## config.mk

```make
export PLATFORM = sky130hd
export DESIGN_NAME = uart_sample_scheduler_flat
export DESIGN_NICKNAME = d
export VERILOG_FILES = /design/src/rtl/uart_sample_scheduler_if.sv /design/src/rtl/uart_sample_scheduler.sv /design/src/flat_wrapper.sv
export SDC_FILE = /design/constraint.sdc
export NUM_CORES = 1
export LEC_CHECK = 0
export ABC_AREA = 1
export CAP_MARGIN = 20
export CORE_ASPECT_RATIO = 1.1
export CORE_MARGIN = 2
export CORE_UTILIZATION = 48
export DETAILED_ROUTE_END_ITERATION = 10
export PLACE_DENSITY = 0.76
export SLEW_MARGIN = 20
export SYNTH_ARGS = -nofsm -noshare
export SYNTH_HDL_FRONTEND = slang
export SYNTH_SLANG_ARGS = --single-unit
```

## constraint.sdc

```tcl
create_clock -name clk -period 3.3 [get_ports clk]
set_input_delay 0.495 -clock clk [delete_from_list [all_inputs] [get_ports clk]]
set_output_delay 0.495 -clock clk [all_outputs]
set_load 0.05 [all_outputs]
```

## src/rtl/uart_sample_scheduler_if.sv

```systemverilog
// Byte-transmit handshake between the sample scheduler and the shared uart_tx.
// The master pulses tx_start for one cycle with tx_data valid; the slave raises tx_busy while shifting.
interface uart_sample_scheduler_if;
    logic       tx_start;
    logic [7:0] tx_data;
    logic       tx_busy;

    modport master (output tx_start, output tx_data, input tx_busy);
    modport slave  (input tx_start, input tx_data, output tx_busy);
endinterface

```

## src/rtl/uart_sample_scheduler.sv

```systemverilog
// Decimates the CODEC sample strobe, snapshots four channels and streams one
// 'C','H','0'+ch,MSB,LSB frame per enabled channel to uart_tx; drops and counts late snapshots.
module uart_sample_scheduler #(
    parameter int W        = 16,
    parameter int DECIMATE = 256
) (
    input  logic                    clk,
    input  logic                    rst,
    input  logic                    sample_clk,
    input  logic [3:0]              ch_mask,
    input  logic [W-1:0]            sample_in0,
    input  logic [W-1:0]            sample_in1,
    input  logic [W-1:0]            sample_in2,
    input  logic [W-1:0]            sample_in3,
    uart_sample_scheduler_if.master tx,
    output logic                    burst_active,
    output logic                    frame_done,
    output logic [7:0]              overrun_cnt,
    output logic [2:0]              fsm_state
);

    if (W != 16) begin : g_bad_width
        $error("uart_sample_scheduler: W must be 16");
    end

    localparam int DEC_W = (DECIMATE > 1) ? $clog2(DECIMATE) : 1;
    localparam logic [DEC_W-1:0] DEC_LAST = DEC_W'(DECIMATE - 1);

    typedef enum logic [2:0] {
        S_IDLE    = 3'd0,
        S_SELECT  = 3'd1,
        S_SEND    = 3'd2,
        S_WAIT_HI = 3'd3,
        S_WAIT_LO = 3'd4,
        S_DONE    = 3'd5
    } state_t;

    state_t           state;
    logic             sc_q;
    logic             sc_edge;
    logic [DEC_W-1:0] dec_cnt;
    logic             snap_req;
    logic [W-1:0]     snap [4];
    logic [3:0]       snap_mask;
    logic [2:0]       ptr;
    logic [1:0]       ch;
    logic [2:0]       idx;
    logic             sel_found;
    logic [1:0]       sel_ch;
    logic [W-1:0]     cur_sample;
    logic [7:0]       cur_byte;
    logic             tx_start_q;
    logic [7:0]       tx_data_q;

    assign sc_edge   = sample_clk & ~sc_q;
    assign snap_req  = sc_edge && (dec_cnt == DEC_LAST);
    assign fsm_state = state;
    assign tx.tx_start = tx_start_q;
    assign tx.tx_data  = tx_data_q;

    always_ff @(posedge clk or posedge rst) begin
        if (rst) begin
            sc_q    <= 1'b0;
            dec_cnt <= '0;
        end else begin
            sc_q <= sample_clk;
            if (sc_edge) begin
                dec_cnt <= (dec_cnt == DEC_LAST) ? '0 : dec_cnt + 1'b1;
            end
        end
    end

    // Lowest latched-enabled channel at or above the pointer; descending scan leaves the lowest.
    always_comb begin
        sel_found = 1'b0;
        sel_ch    = 2'd0;
        for (int i = 3; i >= 0; i--) begin
            if (snap_mask[i] && (3'(i) >= ptr)) begin
                sel_found = 1'b1;
                sel_ch    = 2'(i);
            end
        end
    end

    always_comb begin
        cur_sample = snap[ch];
        case (idx)
            3'd0:    cur_byte = 8'h43;
            3'd1:    cur_byte = 8'h48;
            3'd2:    cur_byte = 8'h30 + {6'd0, ch};
            3'd3:    cur_byte = cur_sample[15:8];
            default: cur_byte = cur_sample[7:0];
        endcase
    end

    always_ff @(posedge clk or posedge rst) begin
        if (rst) begin
            state        <= S_IDLE;
            tx_start_q   <= 1'b0;
            tx_data_q    <= 8'h00;
            burst_active <= 1'b0;
            frame_done   <= 1'b0;
            overrun_cnt  <= 8'h00;
            snap_mask    <= 4'h0;
            ptr          <= 3'd0;
            ch           <= 2'd0;
            idx          <= 3'd0;
            for (int i = 0; i < 4; i++) begin
                snap[i] <= '0;
            end
        end else begin
            tx_start_q <= 1'b0;
            frame_done <= 1'b0;
            // Any request outside IDLE (including DONE) is a dropped snapshot.
            if (snap_req && (state != S_IDLE) && (overrun_cnt != 8'hFF)) begin
                overrun_cnt <= overrun_cnt + 8'd1;
            end
            case (state)
                S_IDLE: begin
                    if (snap_req && (ch_mask != 4'h0)) begin
                        snap[0]      <= sample_in0;
                        snap[1]      <= sample_in1;
                        snap[2]      <= sample_in2;
                        snap[3]      <= sample_in3;
                        snap_mask    <= ch_mask;
                        ptr          <= 3'd0;
                        burst_active <= 1'b1;
                        state        <= S_SELECT;
                    end
                end
                S_SELECT: begin
                    if (sel_found) begin
                        ch    <= sel_ch;
                        idx   <= 3'd0;
                        state <= S_SEND;
                    end else begin
                        state <= S_DONE;
                    end
                end
                S_SEND: begin
                    if (!tx.tx_busy) begin
                        tx_start_q <= 1'b1;
                        tx_data_q  <= cur_byte;
                        state      <= S_WAIT_HI;
                    end
                end
                S_WAIT_HI: begin
                    if (tx.tx_busy) begin
                        state <= S_WAIT_LO;
                    end
                end
                S_WAIT_LO: begin
                    if (!tx.tx_busy) begin
                        if (idx == 3'd4) begin
                            ptr   <= {1'b0, ch} + 3'd1;
                            state <= S_SELECT;
                        end else begin
                            idx   <= idx + 3'd1;
                            state <= S_SEND;
                        end
                    end
                end
                S_DONE: begin
                    frame_done   <= 1'b1;
                    burst_active <= 1'b0;
                    state        <= S_IDLE;
                end
                default: state <= S_IDLE;
            endcase
        end
    end

endmodule

```

## src/flat_wrapper.sv

```systemverilog
// flat-port wrapper written by rule: the top's interface ports become plain ports
module uart_sample_scheduler_flat 
#(
    parameter int W        = 16,
    parameter int DECIMATE = 256
)
  (clk, rst, sample_clk, ch_mask, sample_in0, sample_in1, sample_in2, sample_in3, burst_active, frame_done, overrun_cnt, fsm_state, tx_tx_start, tx_tx_data, tx_tx_busy);
  uart_sample_scheduler_if tx_i ();
  input  logic clk;
  input  logic rst;
  input  logic sample_clk;
  input  logic [3:0] ch_mask;
  input  logic [W-1:0] sample_in0;
  input  logic [W-1:0] sample_in1;
  input  logic [W-1:0] sample_in2;
  input  logic [W-1:0] sample_in3;
  output logic burst_active;
  output logic frame_done;
  output logic [7:0] overrun_cnt;
  output logic [2:0] fsm_state;
  output wire logic [$bits(tx_i.tx_start)-1:0] tx_tx_start;
  output wire logic [$bits(tx_i.tx_data)-1:0] tx_tx_data;
  input wire logic [$bits(tx_i.tx_busy)-1:0] tx_tx_busy;
  assign tx_tx_start = tx_i.tx_start;
  assign tx_tx_data = tx_i.tx_data;
  assign tx_i.tx_busy = tx_tx_busy;
  uart_sample_scheduler #(.W(W), .DECIMATE(DECIMATE)) u_core (.clk(clk), .rst(rst), .sample_clk(sample_clk), .ch_mask(ch_mask), .sample_in0(sample_in0), .sample_in1(sample_in1), .sample_in2(sample_in2), .sample_in3(sample_in3), .tx(tx_i), .burst_active(burst_active), .frame_done(frame_done), .overrun_cnt(overrun_cnt), .fsm_state(fsm_state));
endmodule
```

Word-level counts from Yosys, hierarchy flattened
Index checks and enable logic that the tools add are counted.
{ "word_totals": {"input_bits": 72, "reg_bits": 107, "wordCells": 103, "out_inout_bits": 22} }
{ "op_classes": {"order_cmp": 5, "muxes": 33, "reduce_logical": 22, "bitwise": 4, "n_addsub": 5, "n_eq_ne": 18} }
{ "ops": {"columns": ["operator", "n"], "rows": [
  ["$mux W3", 11],
  ["$bmux W16 S2", 1],
  ["$mux W16", 2],
  ["$pmux W8 S4", 1],
  ["$add A8 B1 Y8 const B", 2],
  ["$pmux W3 S5", 1],
  ["$eq A3 B2 Y1 const B", 4],
  ["$pmux W3 S2", 2],
  ["$reduce_and A4 Y1", 3],
  ["$mux W2", 5],
  ["$eq A3 B3 Y1 const B", 3],
  ["$eq A8 B8 Y1 const B", 1],
  ["$logic_and A1 B1 Y1", 8],
  ["$mux W1", 8],
  ["$mux W8", 1],
  ["$ne A2 B2 Y1 const B", 4],
  ["$ne A8 B8 Y1 const B", 1],
  ["$reduce_and A2 Y1", 4],
  ["$add A6 B2 Y7 const A", 1],
  ["$eq A3 B1 Y1 const B", 2],
  ["$ge A1 B3 Y1 const A", 2],
  ["$ge A2 B3 Y1 const A", 2],
  ["$logic_not A3 Y1", 2],
  ["$ne A2 B1 Y1 const B", 3],
  ["other kinds (10)", 13]
]} }

Logic depth before layout (Yosys ltp)
{ "depth": {"depth_word": 8, "mapped_depth": 10, "ltp_nobuf": 9} }

Worst setup path before layout
No wires, ideal clock.
{ "synth_path": {"path_type": "reg2reg", "start": "register u_core.overrun_cnt[1]", "end": "register u_core.overrun_cnt[6]", "t_required_ns": 3.170, "t_arrival_ns": 1.745, "setup_slack_ns": 1.425, "setup_time_ns": 0.130, "path_stages_with_launch": 7, "synth_period_minus_slack_ns": 1.875, "n_path_buf": 0, "cell_sequence": "dfrtp_1 -> ha_1 -> inv_1 -> nor3_1 -> nand3_1 -> nand2_2 -> o21ai_0"} }
{ "synth_between": {"elab_chain_cells": 2, "elab_cells_between_ends": 3, "cone_classes": "1 x add/sub; 1 x eq/ne; 1 x reduce/logical"} }
{ "synth_rtl": {"columns": ["element", "line_no", "rtl"], "rows": [
  ["start, declared", "uart_sample_scheduler.sv:18", "output logic [7:0] overrun_cnt,"],
  ["start signal, assigned", "uart_sample_scheduler.sv:116", "overrun_cnt <= overrun_cnt + 8'd1;"],
  ["parallel branches: the longest is 2 deep, another holds $add A8 B1 Y8", null, null]
]} }
Several ways; the timed one is not identified.
A chain may end at the register's enable or synchronous reset.

Worst setup path in the final report
{ "layout_path": {"start": "register u_core.state[1] (netlist: u_core.fsm_state[1])", "end": "output fsm_state[1]"} }
{ "layout_rtl": {"columns": ["element", "line_no", "rtl"], "rows": [
  ["start, declared", "uart_sample_scheduler.sv:38", "state_t state;"],
  ["start signal, assigned", "uart_sample_scheduler.sv:98", "state <= S_IDLE;"],
  ["start signal, assigned", "uart_sample_scheduler.sv:128", "state <= S_SELECT;"],
  ["start signal, assigned", "uart_sample_scheduler.sv:135", "state <= S_SEND;"],
  ["end, declared", "flat_wrapper.sv:20", "output logic [2:0] fsm_state;"]
]} }
No word-level cell between the ends.

==> reports/summary.txt <==
========================================================================================
First DRT Iteration DRCs ..................................................          238
Placeable core region .....................................................  11000 sq um
Chip Height ...............................................................       115 um
WL met3 ...................................................................       634 um
Critical path type ........................................................ flip-flop to output pin
Required @ worst endpoint .................................................      2800 ps
Critical-path maximum fanout ..............................................            7
Wire length of the first global-routing pass ..............................     20600 um
Number of buffers added by the clock tree synthesis step ..................            9
Synthesized instance count ................................................          669
Final hold violation count ................................................            0
Total power per unit cell area ............................................  385 nW/um^2
Setup crit start .......................................................... u_core.fsm_state[1]
Proportion of synthesized chip area in sequential cells ...................        49.5%
CP peak stage delay .......................................................       860 ps
Total clock sinks .........................................................          107
Routed length on met1 .....................................................      5490 um
Antenna cells .............................................................            0
Mean Syn Cell Area ........................................................   8.09 sq um
EDFF count, synth .........................................................            0
Path type of the worst min-delay path ..................................... flip-flop to flip-flop
Delay-heaviest family, CP ................................................. buffers and inverters
Pin slew with the least headroom to its limit .............................       685 ps
Die Footprint .............................................................  12100 sq um
Worst flop-to-flop path startpoint ........................................ u_core.idx[0]
Top layer reached by signal wires .........................................         met4
Clock tree from TritonCTS .................................................        built
Width of the die ..........................................................       105 um
Via count of the first global-routing pass ................................         4413
Summed instance area of the synthesized netlist ...........................   5410 sq um
Pin count of the biggest net entering global routing ......................          138
Cell at the root of the clock tree ........................................ sky130_fd_sc_hd__clkbuf_16
Number of warning messages in the yosys log ...............................            0
Critical path buffer and inverter count ...................................            1
Maximum buffer depth of the clock tree ....................................            2
Type of element capturing the critical path ...............................   output pin
CTS clk-pin slew, worst paths .............................................        70 ps
Min Clock Period, post-route ..............................................      2190 ps
Number of antenna violations at the first check in global routing .........            0
Peak ir drop on the vdd network ...........................................     0.245 mV
Final-layout worst hold slack .............................................       489 ps
Leakage power .............................................................      3.38 nW
Antenna Nets Post-Route ...................................................            0
Highest clock frequency the design can meet ...............................      456 MHz
Number of max-capacitance violations reported .............................            0
Detailed-route wire length per cell .......................................      13.7 um
Leftover overflow at the end of global routing ............................            0
Final #Nets ...............................................................          832
DR DRC count ..............................................................            0
Worst Skew ................................................................      4.51 ps
Accumulated negative setup slack ..........................................         0 ps
Portion of the clock cycle consumed by the worst path in the final layout .        66.5%
Detailed Place HPWL .......................................................      8940 um
Skew-Pair Late Insertion Delay ............................................       350 ps
Share of post-route cells with drive strength above 1 .....................        8.08%
Cts hold-fix bufs .........................................................            0
Mapped Nets ...............................................................          749
Dominant synthesized flop cell ............................................ sky130_fd_sc_hd__dfrtp_1
Slowest-stage cell, CP .................................................... sky130_fd_sc_hd__clkdlybuf4s50_1
I/O pins ..................................................................           94
Wire length on met2 .......................................................      5940 um
Routed wire length ........................................................     12300 um
CTS-repair resized insts ..................................................            0
Number of search-and-repair iterations in the first detailed-routing pass .            4
Status ....................................................................    completed
Number of synthesized register bits .......................................          107
Effective utilization at floorplan ........................................        49.3%
Min-Delay Startpoint ...................................................... u_core.snap[30]
Routability congestion estimate from global placement .....................        0.843
Final setup violation count ...............................................            0
RSZ-0062 raised after global routing ......................................           no
Post-CTS Setup Bufs .......................................................            0
Routed vias/inst ..........................................................         4.94
Slew headroom .............................................................        54.2%
Design Power ..............................................................      2.59 mW
Count of cell types in the netlist ........................................           33
DP Area ...................................................................   6460 sq um
Worst setup SP type .......................................................    flip-flop
Number of pins with negative max-slew slack in the final report ...........            0
Clock H-tree levels .......................................................            3
Flop-to-flop setup slack ..................................................      1280 ps
Endpoint arrival time on the critical path ................................      1700 ps
Final Cell Area ...........................................................   6720 sq um
Count of input and output buffers .........................................           93
Total global-route track usage ............................................        21.4%
Cell-by-cell trace of the critical path ................................... clkdlybuf4s50_1
Async set-reset flop share out of synthesis ...............................         100%
Total number of vias ......................................................         4458
Rows ......................................................................           40
Area Overhead vs Synth ....................................................        24.2%
========================================================================================
cell families (layout without fill, tap and decap cells):
| logic type | after synthesis | after routing | synth area share, % |
|---|---|---|---|
| buffers and inverters | 131 | 217 | 9.83 |
| AOI/OAI and AO/OA | 131 | 131 | 14.8 |
| xor gates and xnor gates | 10 | 10 | 1.62 |
| DFF | 107 | 107 | 49.5 |
| adders and majority gates | 8 | 8 | 1.85 |
| and+or+nand+nor | 282 | 282 | 22.4 |
routing by layer:
metal	GRT usage [%]	up-vias
met5	0	-
met4	8.89	0
met3	3.46	21
li1	-	2276
met1	28.3	2063
met2	35.5	98
per-stage QoR:
step	cells	setup WS (ps)	utilization, %
after floorplan	669	1430	-
after global placement	888	1130	58.9
after detailed placement	888	1070	58.9
after CTS	902	1110	61.3
after global routing	902	1060	61.3
final	902	1110	61.3
flip-flops by register name, indices dropped and copies added, names as in the netlist:
| signal | count |
|---|---|
| u_core.snap | 64 |
| u_core.dec_cnt | 8 |
| u_core.overrun_cnt | 8 |
| u_core.tx.tx_data | 8 |
| u_core.snap_mask | 4 |
| u_core.fsm_state | 3 |
| u_core.idx | 3 |
| u_core.ptr | 3 |
| u_core.ch | 2 |
| u_core.burst_active | 1 |
| u_core.frame_done | 1 |
| u_core.sc_q | 1 |
| u_core.tx.tx_start | 1 |
cell usage after synthesis (3+ instances only):
master	n	area (sq um)
sky130_fd_sc_hd__nand4_1	7	43.8
sky130_fd_sc_hd__buf_1	3	11.3
sky130_fd_sc_hd__ha_1	8	100
sky130_fd_sc_hd__o211ai_1	13	97.6
sky130_fd_sc_hd__buf_6	5	56.3
sky130_fd_sc_hd__a21oi_2	27	236
sky130_fd_sc_hd__nand2_1	161	604
sky130_fd_sc_hd__nor2_1	57	214
sky130_fd_sc_hd__a21oi_1	18	90.1
sky130_fd_sc_hd__clkbuf_1	16	60.1
sky130_fd_sc_hd__or2_0	4	25.0
sky130_fd_sc_hd__o21ai_0	70	350
sky130_fd_sc_hd__dfrtp_1	107	2680
sky130_fd_sc_hd__nor3_1	8	40.0
sky130_fd_sc_hd__nand3_1	30	150
sky130_fd_sc_hd__xor2_1	6	52.6
sky130_fd_sc_hd__xnor2_1	4	35.0
sky130_fd_sc_hd__inv_1	102	383
layout by cell type, fill, tap and decap left out, types with 6 or more instances in the layout:
cell type / instances
sky130_fd_sc_hd__o21ai_0: 70
sky130_fd_sc_hd__nor2_1: 57
sky130_fd_sc_hd__nand2_1: 161
sky130_fd_sc_hd__o211ai_1: 13
sky130_fd_sc_hd__clkdlybuf4s50_1: 93
sky130_fd_sc_hd__clkbuf_16: 9
sky130_fd_sc_hd__nand4_1: 7
sky130_fd_sc_hd__a21oi_2: 27
sky130_fd_sc_hd__nor3_1: 8
sky130_fd_sc_hd__inv_1: 101
sky130_fd_sc_hd__dfrtp_1: 107
sky130_fd_sc_hd__nand3_1: 30
sky130_fd_sc_hd__a21oi_1: 18
sky130_fd_sc_hd__xor2_1: 6
sky130_fd_sc_hd__ha_1: 8
layout make-up:
class | count | area, sq um
clock buffers | 12 | 246
clock inverters | 2 | 13.8
fillers | 932 | 4240
inverters | 105 | 398
multi-input cells | 431 | 2210
flip-flops and latches | 107 | 2680
well taps | 147 | 184
repair buffers | 98 | 993
report_power, final:
group	switching (mW)	total, mW	internal, mW
logic	0.104	0.220	0.116
registers	0.0378	1.38	1.35
clock network	0.458	0.983	0.525
worst paths after layout:
path,end,cells past startpoint
max,fsm_state[1],1
min,u_core.snap[30],2
max reg2reg,u_core.tx.tx_data[0],9
min reg2reg,u_core.snap[30],2
max in group asynchronous,u_core.snap[29],3
min in group asynchronous,u_core.ch[0],2
No activity file was read; power rests on OpenSTA's default activity.
